`config.mk`:
```
export PLATFORM = sky130hd
export DESIGN_NAME = hls_macc_vec_obf
export DESIGN_NICKNAME = d
export VERILOG_FILES = /design/src/rtl/hls_macc_pkg.sv /design/src/rtl/hls_macc_lane_mul.sv /design/src/rtl/hls_macc_vec_obf.sv
export SDC_FILE = /design/constraint.sdc
export NUM_CORES = 2
export LEC_CHECK = 0
export CAP_MARGIN = 20
export CELL_PAD_IN_SITES_DETAIL_PLACEMENT = 0
export CELL_PAD_IN_SITES_GLOBAL_PLACEMENT = 1
export CORE_AREA = 2 2 335 337
export CTS_CLUSTER_SIZE = 40
export DETAILED_ROUTE_END_ITERATION = 10
export DIE_AREA = 0 0 337 339
export PLACE_DENSITY_LB_ADDON = 0.15
export SYNTH_ARGS = -nofsm -noshare
export SYNTH_HDL_FRONTEND = slang
export SYNTH_SLANG_ARGS = --single-unit
```
`constraint.sdc`:
```
create_clock -name ap_clk -period 15.58 [get_ports ap_clk]
set_clock_uncertainty 0.05 [all_clocks]
set_input_delay 3.116 -clock ap_clk [delete_from_list [all_inputs] [get_ports ap_clk]]
set_output_delay 3.116 -clock ap_clk [all_outputs]
set_load 0.01 [all_outputs]
```
`src/rtl/hls_macc_pkg.sv`:
```
// ---------------------------------------------------------------------------
// hls_macc_pkg
//   Shared definitions for the key-locked multiply-accumulate block:
//   - one-hot FSM state encoding (IDLE/MAC/FIN/DONE)
//   - default encoded threshold and bias constants
//   - key_decode(): XOR-unlock of an encoded constant
//   key_decode works on a fixed KEY_DEC_W-bit container. Callers size their
//   operands into it and cast the result back, so datapaths up to
//   KEY_DEC_W bits wide are supported.
// ---------------------------------------------------------------------------
package hls_macc_pkg;

  localparam logic [3:0] ST_IDLE = 4'd1;
  localparam logic [3:0] ST_MAC  = 4'd2;
  localparam logic [3:0] ST_FIN  = 4'd4;
  localparam logic [3:0] ST_DONE = 4'd8;

  localparam logic [31:0] THR_ENC_DEFAULT  = 32'hA6A92B5F;
  localparam logic [31:0] BIAS_ENC_DEFAULT = 32'h00000000;

  localparam int KEY_DEC_W = 64;

  // A wrong key still yields a legal value; it is simply the wrong constant.
  function automatic logic [KEY_DEC_W-1:0] key_decode(
    input logic [KEY_DEC_W-1:0] enc,
    input logic [KEY_DEC_W-1:0] key_slice
  );
    return enc ^ key_slice;
  endfunction

endpackage

```
`src/rtl/hls_macc_lane_mul.sv`:
```
// ---------------------------------------------------------------------------
// hls_macc_lane_mul
//   Signed W x W multiply truncated to W bits, with an optional register
//   stage selected by the HLS_MACC_PIPE_MUL_EN macro.
//   Ports:
//     clk, rst_n   clock / async active-low reset (pipelined build only)
//     in_vld       a lane operand pair is presented this cycle
//     in_last      the presented lane is the final lane
//     a, b         lane operands (two's complement)
//     out_vld      prod is valid this cycle
//     out_last     prod belongs to the final lane
//     prod         low W bits of a*b
//   Macro HLS_MACC_PIPE_MUL_EN: when defined, prod/out_vld/out_last are
//   registered (one cycle later); otherwise they are combinational.
// ---------------------------------------------------------------------------
module hls_macc_lane_mul #(
  parameter int W = 32
) (
`ifdef HLS_MACC_PIPE_MUL_EN
  input  logic         clk,
  input  logic         rst_n,
`endif
  input  logic         in_vld,
  input  logic         in_last,
  input  logic [W-1:0] a,
  input  logic [W-1:0] b,
  output logic         out_vld,
  output logic         out_last,
  output logic [W-1:0] prod
);

  // The low W bits of a product are the same for signed and unsigned
  // operands, so a W-bit context gives the truncated signed product directly.
  logic [W-1:0] mul;
  assign mul = $signed(a) * $signed(b);

`ifdef HLS_MACC_PIPE_MUL_EN
  always_ff @(posedge clk or negedge rst_n) begin
    if (!rst_n) begin
      prod     <= '0;
      out_vld  <= 1'b0;
      out_last <= 1'b0;
    end else begin
      out_vld  <= in_vld;
      out_last <= in_vld && in_last;
      if (in_vld) prod <= mul;
    end
  end
`else
  assign prod     = mul;
  assign out_vld  = in_vld;
  assign out_last = in_last;
`endif

endmodule

```
`src/rtl/hls_macc_vec_obf.sv`:
```
// ---------------------------------------------------------------------------
// hls_macc_vec_obf
//   Key-locked N-lane signed dot product with gain and bias, plus a count of
//   lanes whose product exceeds a threshold. One time-shared multiplier
//   processes one lane per cycle under an ap_* handshake.
//   Ports:
//     ap_clk, ap_rst_n   clock / async active-low reset
//     ap_start           run request, sampled only in IDLE
//     ap_done, ap_ready  one-cycle pulse in DONE
//     ap_idle            IDLE and no pending request
//     i_a, i_b           packed lane operands, lane k at [k*W +: W]
//     g1                 gain added to the sum
//     o1, o1_ap_vld      sum + g1 + BIAS, valid pulse in DONE
//     o2, o2_ap_vld      lanes with product > THR, valid pulse in DONE
//     locking_key        [W-1:0] unlocks THR, [2W-1:W] unlocks BIAS
//   Macro HLS_MACC_PIPE_MUL_EN: registers the multiplier output; MAC takes
//   N+1 cycles and latency grows by one. Results are unchanged.
// ---------------------------------------------------------------------------
module hls_macc_vec_obf
  import hls_macc_pkg::*;
#(
  parameter int             W        = 32,
  parameter int             N        = 4,
  parameter int             CW       = $clog2(N+1),
  parameter logic [W-1:0]   THR_ENC  = W'(THR_ENC_DEFAULT),
  parameter logic [W-1:0]   BIAS_ENC = W'(BIAS_ENC_DEFAULT),
  parameter int             KEY_W    = 2*W
) (
  input  logic             ap_clk,
  input  logic             ap_rst_n,
  input  logic             ap_start,
  output logic             ap_done,
  output logic             ap_idle,
  output logic             ap_ready,
  input  logic [N*W-1:0]   i_a,
  input  logic [N*W-1:0]   i_b,
  input  logic [W-1:0]     g1,
  output logic [W-1:0]     o1,
  output logic             o1_ap_vld,
  output logic [CW-1:0]    o2,
  output logic             o2_ap_vld,
  input  logic [KEY_W-1:0] locking_key
);

  logic [3:0]     state;
  logic [N*W-1:0] a_lat;
  logic [N*W-1:0] b_lat;
  logic [W-1:0]   g1_lat;
  logic [W-1:0]   acc;
  logic [CW-1:0]  idx;
  logic [CW-1:0]  cnt;

  // The key is deliberately not registered: it must be held stable by the
  // system for as long as the block is in use.
  logic [W-1:0] thr;
  logic [W-1:0] bias;
  assign thr  = W'(key_decode(KEY_DEC_W'(THR_ENC),  KEY_DEC_W'(locking_key[W-1:0])));
  assign bias = W'(key_decode(KEY_DEC_W'(BIAS_ENC), KEY_DEC_W'(locking_key[2*W-1:W])));

  // idx counts lanes issued to the multiplier. It reaches N only in the
  // pipelined build's drain cycle, where nothing is issued.
  logic          issue;
  logic          issue_last;
  logic [CW-1:0] lane;
  logic [W-1:0]  a_lane;
  logic [W-1:0]  b_lane;
  logic          prod_vld;
  logic          prod_last;
  logic [W-1:0]  prod;

  assign issue      = (state == ST_MAC) && (idx != CW'(N));
  assign issue_last = (idx == CW'(N-1));
  assign lane       = issue ? idx : '0;  // keep the part-select in range
  assign a_lane     = a_lat[lane*W +: W];
  assign b_lane     = b_lat[lane*W +: W];

  hls_macc_lane_mul #(.W(W)) u_mul (
`ifdef HLS_MACC_PIPE_MUL_EN
    .clk      (ap_clk),
    .rst_n    (ap_rst_n),
`endif
    .in_vld   (issue),
    .in_last  (issue_last),
    .a        (a_lane),
    .b        (b_lane),
    .out_vld  (prod_vld),
    .out_last (prod_last),
    .prod     (prod)
  );

  // NOTE: every register below uses <= so all of them sample the values
  // from before the edge; blocking = here would create order-dependent races.
  always_ff @(posedge ap_clk or negedge ap_rst_n) begin
    if (!ap_rst_n) begin
      state  <= ST_IDLE;
      a_lat  <= '0;
      b_lat  <= '0;
      g1_lat <= '0;
      acc    <= '0;
      idx    <= '0;
      cnt    <= '0;
      o1     <= '0;
      o2     <= '0;
    end else begin
      case (state)
        ST_IDLE: begin
          if (ap_start) begin
            a_lat  <= i_a;
            b_lat  <= i_b;
            g1_lat <= g1;
            acc    <= '0;
            cnt    <= '0;
            idx    <= '0;
            state  <= ST_MAC;
          end
        end
        ST_MAC: begin
          if (issue) idx <= idx + CW'(1);
          if (prod_vld) begin
            acc <= acc + prod;
            if ($signed(prod) > $signed(thr)) cnt <= cnt + CW'(1);
            if (prod_last) state <= ST_FIN;
          end
        end
        ST_FIN: begin
          o1    <= acc + g1_lat + bias;
          o2    <= cnt;
          state <= ST_DONE;
        end
        ST_DONE: state <= ST_IDLE;
        default: state <= ST_IDLE;
      endcase
    end
  end

  assign ap_done   = (state == ST_DONE);
  assign ap_ready  = (state == ST_DONE);
  assign o1_ap_vld = (state == ST_DONE);
  assign o2_ap_vld = (state == ST_DONE);
  assign ap_idle   = (state == ST_IDLE) && !ap_start;

endmodule

```
==> flow_metrics.py <==
metrics = {
    "clocking": {
        "clock_latency_ns": 0.62,
        "cts_setup_buffers": 0,
        "numCtsBuffers": 46,
        "hold_buffers": 0,
        "ctsRootBufferMaster": "clkbuf_16",
        "clockBufferDepth": 3,
        "cts_resized": 0,
        "cts_tree": "built",
        "h-tree-depth": 2,
        "clock_sinks": 365,
        "path_clk_slew_ns": 0.06,
    },
    "drt": {
        "drc": 0,
        "first_pass_iters": 5,
        "ant_nets": 0,
        "routed_wl_um": 133000,
        "viasPerCell": 4.89,
        "num_vias": 29700,
        "drt_iter0_drc": 1850,
        "routedWlPerCell_um": 21.9,
    },
    "setup_path": {
        "reg2reg_depth": 42,
        "cp.arrival_ns": 12.82,
        "critPathMaxFanout": 55,
        "critPathMaxStageDelay_ns": 0.82,
        "worstPathRequired_ns": 15.98,
        "cpMostUsedCell": "fa_1",
        "rr_startpoint": "idx[0]",
        "crit_slowest_cell": "dfrtp_4",
        "path_class": "register to register",
        "end_kind": "register",
        "setup.worst_path.start_class": "register",
        "worst-r2r-setup-slack_ns": 3.16,
        "reg2reg_to": "acc[31]",
    },
    "timing": {
        "hold_violations": 0,
        "fmax_ghz": 0.0805,
        "final-setup-viol-count": 0,
        "final.setup.tns_ns": 0,
        "fin_crit_ns": 12.42,
        "tightest_slew_ns": 1.26,
        "slew_viol_final": 0,
        "layout_setup_ws_ns": 3.16,
        "period_share_pct": 79.7,
        "rsz0062_at_grt": "no",
        "slew_headroom_pct": 16.3,
    },
    "logic_synthesis": {
        "synth-warning-count": 0,
        "synthDistinctLibCells": 81,
        "synthesis.area_um2": 36300,
        "yosys.area.top_type_share_pct": 25.1,
        "synthTopCellsByCount": "nand2_1, inv_1, fa_1",
        "synth_top_area_cell": "dfrtp_1",
        "synth_most_common_cell": "nand2_1",
        "syn_area_per_cell_um2": 8.62,
        "synth_edf_count": 0,
        "synth_cells": 4219,
        "yosysSeqAreaShare_pct": 25.1,
        "ys_ff_latch": 365,
        "syn_nets": 5262,
        "synth.area.top_cells": "dfrtp_1, fa_1, nand2_1",
        "ys.flop_type": "dfrtp_1",
        "async_reset_ff_share_pct": 100,
    },
    "cells_and_area": {
        "nets": 5583,
        "area_delta_synth_final_pct": 20.3,
        "drive_above_1_share_pct": 5.09,
    },
    "floorplan": {
        "die_h_um": 339,
        "initial_core_util_pct": 32.9,
        "rows": 122,
        "dieArea_um2": 114000,
        "core_um2": 110000,
        "io_pins": 395,
        "dieWidth_um": 337,
    },
    "worst_hold_path": {
        "hold_depth": 2,
        "holdPathEnd": "a_lat[85]",
        "worstHoldStart": "a_lat[85]",
        "hp-class": "register to register",
    },
    "place": {
        "io_buffers": 394,
        "dp_hpwl_um": 106000,
        "pre_cts_ws_ns": 3.20,
        "routabilityCongestion": 0.883,
    },
    "grt": {
        "first_global_vias": 31000,
        "grt_pass1_wl_um": 201000,
        "antenna_found_initial": 8,
        "grt_max_degree": 179,
        "track_usage_pct": 23.5,
        "grt-ovfl-total": 0,
    },
    "run_status": {
        "status": "finished, final reports clean",
    },
    "job": {
        "drv_cap": 0,
    },
}
-- state kept, by name, summed over array words and instances (netlist names) --
name	flops
b_lat	128
idx	3
o2	3
g1_lat	32
a_lat	128
state	4
cnt	3
o1	32
acc	32
-- cell usage in the layout, fill, tap and decap left out, drive strengths merged, types with 11 or more instances in the layout --
cell              n
o221ai           18
o21ai           137
a41oi            17
nand4            16
o21a             19
and2             14
clkdlybuf4s50   393
a21o             39
fa              441
a211oi           17
a2bb2oi          28
or3              44
o22ai            37
clkbuf           59
a31oi            13
a21boi           11
xnor2            82
o31ai            11
dfrtp           364
inv             500
nor2b            21
xor2             44
clkinv           16
or2              29
nor2            439
buf              74
nor3             19
nand3            38
ha              247
nand2          1059
nand2b           51
mux2i            59
o22a             16
a21oi            86
-- routing by layer --
metal | track usage [%] | wire (um) | up-vias
met1 | 32.3 | 59000 | 14700
met3 | 2.86 | 6640 | 142
met2 | 39.7 | 64600 | 775
li1 | - | - | 14000
met5 | 0 | 52 | -
met4 | 4.57 | 2780 | 8
-- through the flow --
| step | area [um^2] | utilization, % | std cells | hold WS, ns |
|---|---|---|---|---|
| 2_1_floorplan | 36300 | - | 4219 | 0.390 |
| 3_3_place_gp | 42100 | 38.1 | 5980 | 0.402 |
| 3_5_place_dp | 42100 | 38.1 | 5980 | 0.408 |
| 4_1_cts | 43700 | 39.6 | 6066 | 0.423 |
| 5_1_grt | 43700 | 39.6 | 6067 | 0.435 |
| 6_report | 43700 | 39.6 | 6068 | 0.418 |
-- logic make-up (layout without fill, tap and decap cells) --
| logic type | count (synthesis) | in the layout | share of synthesized area (%) |
|---|---|---|---|
| mux | 69 | 69 | 1.93 |
| other cells | 0 | 2 | 0 |
| simple gates | 1770 | 1770 | 20.2 |
| xor+xnor | 131 | 131 | 3.37 |
| flops | 365 | 365 | 25.1 |
| fa+ha+maj | 688 | 688 | 32.8 |
| compound gates | 504 | 504 | 9.24 |
| buf+inv | 692 | 1051 | 7.35 |
-- worst max-delay path, delay by kind of cell (launching register included) --
kind / cells / cell delay (ns)
fa+ha+maj: 11 / 4.46
compound gates: 12 / 3.13
simple gates: 9 / 2.19
buf+inv: 6 / 1.09
flops: 1 / 0.82
xor+xnor: 2 / 0.27
mux: 2 / 0.26
-- layout make-up --
cell class | count | area [um^2]
antenna | 2 | 5.00
clock buffer | 59 | 1280
clock inverter | 27 | 377
fill | 11400 | 66600
inverter | 498 | 1870
multi-input combinational | 3162 | 24700
sequential | 365 | 9140
tap | 1488 | 1860
timing repair buffer | 467 | 4520
-- worst max path at each step --
stage          startpoint      end  slack (ns)  cells past startpoint
3_3_place_gp       idx[0]   cnt[2]        3.43                     35
5_1_grt            idx[0]  acc[31]        2.30                     42
2_1_floorplan      idx[0]  acc[31]        4.82                     49
4_1_cts            idx[0]  acc[31]        3.19                     42
3_5_place_dp       idx[0]   cnt[2]        3.20                     39
6_report           idx[0]  acc[31]        3.16                     42
Power is left out: the tool's default activity adds up to more than one toggle a clock period on the data nets, which glitch-free logic cannot reach.
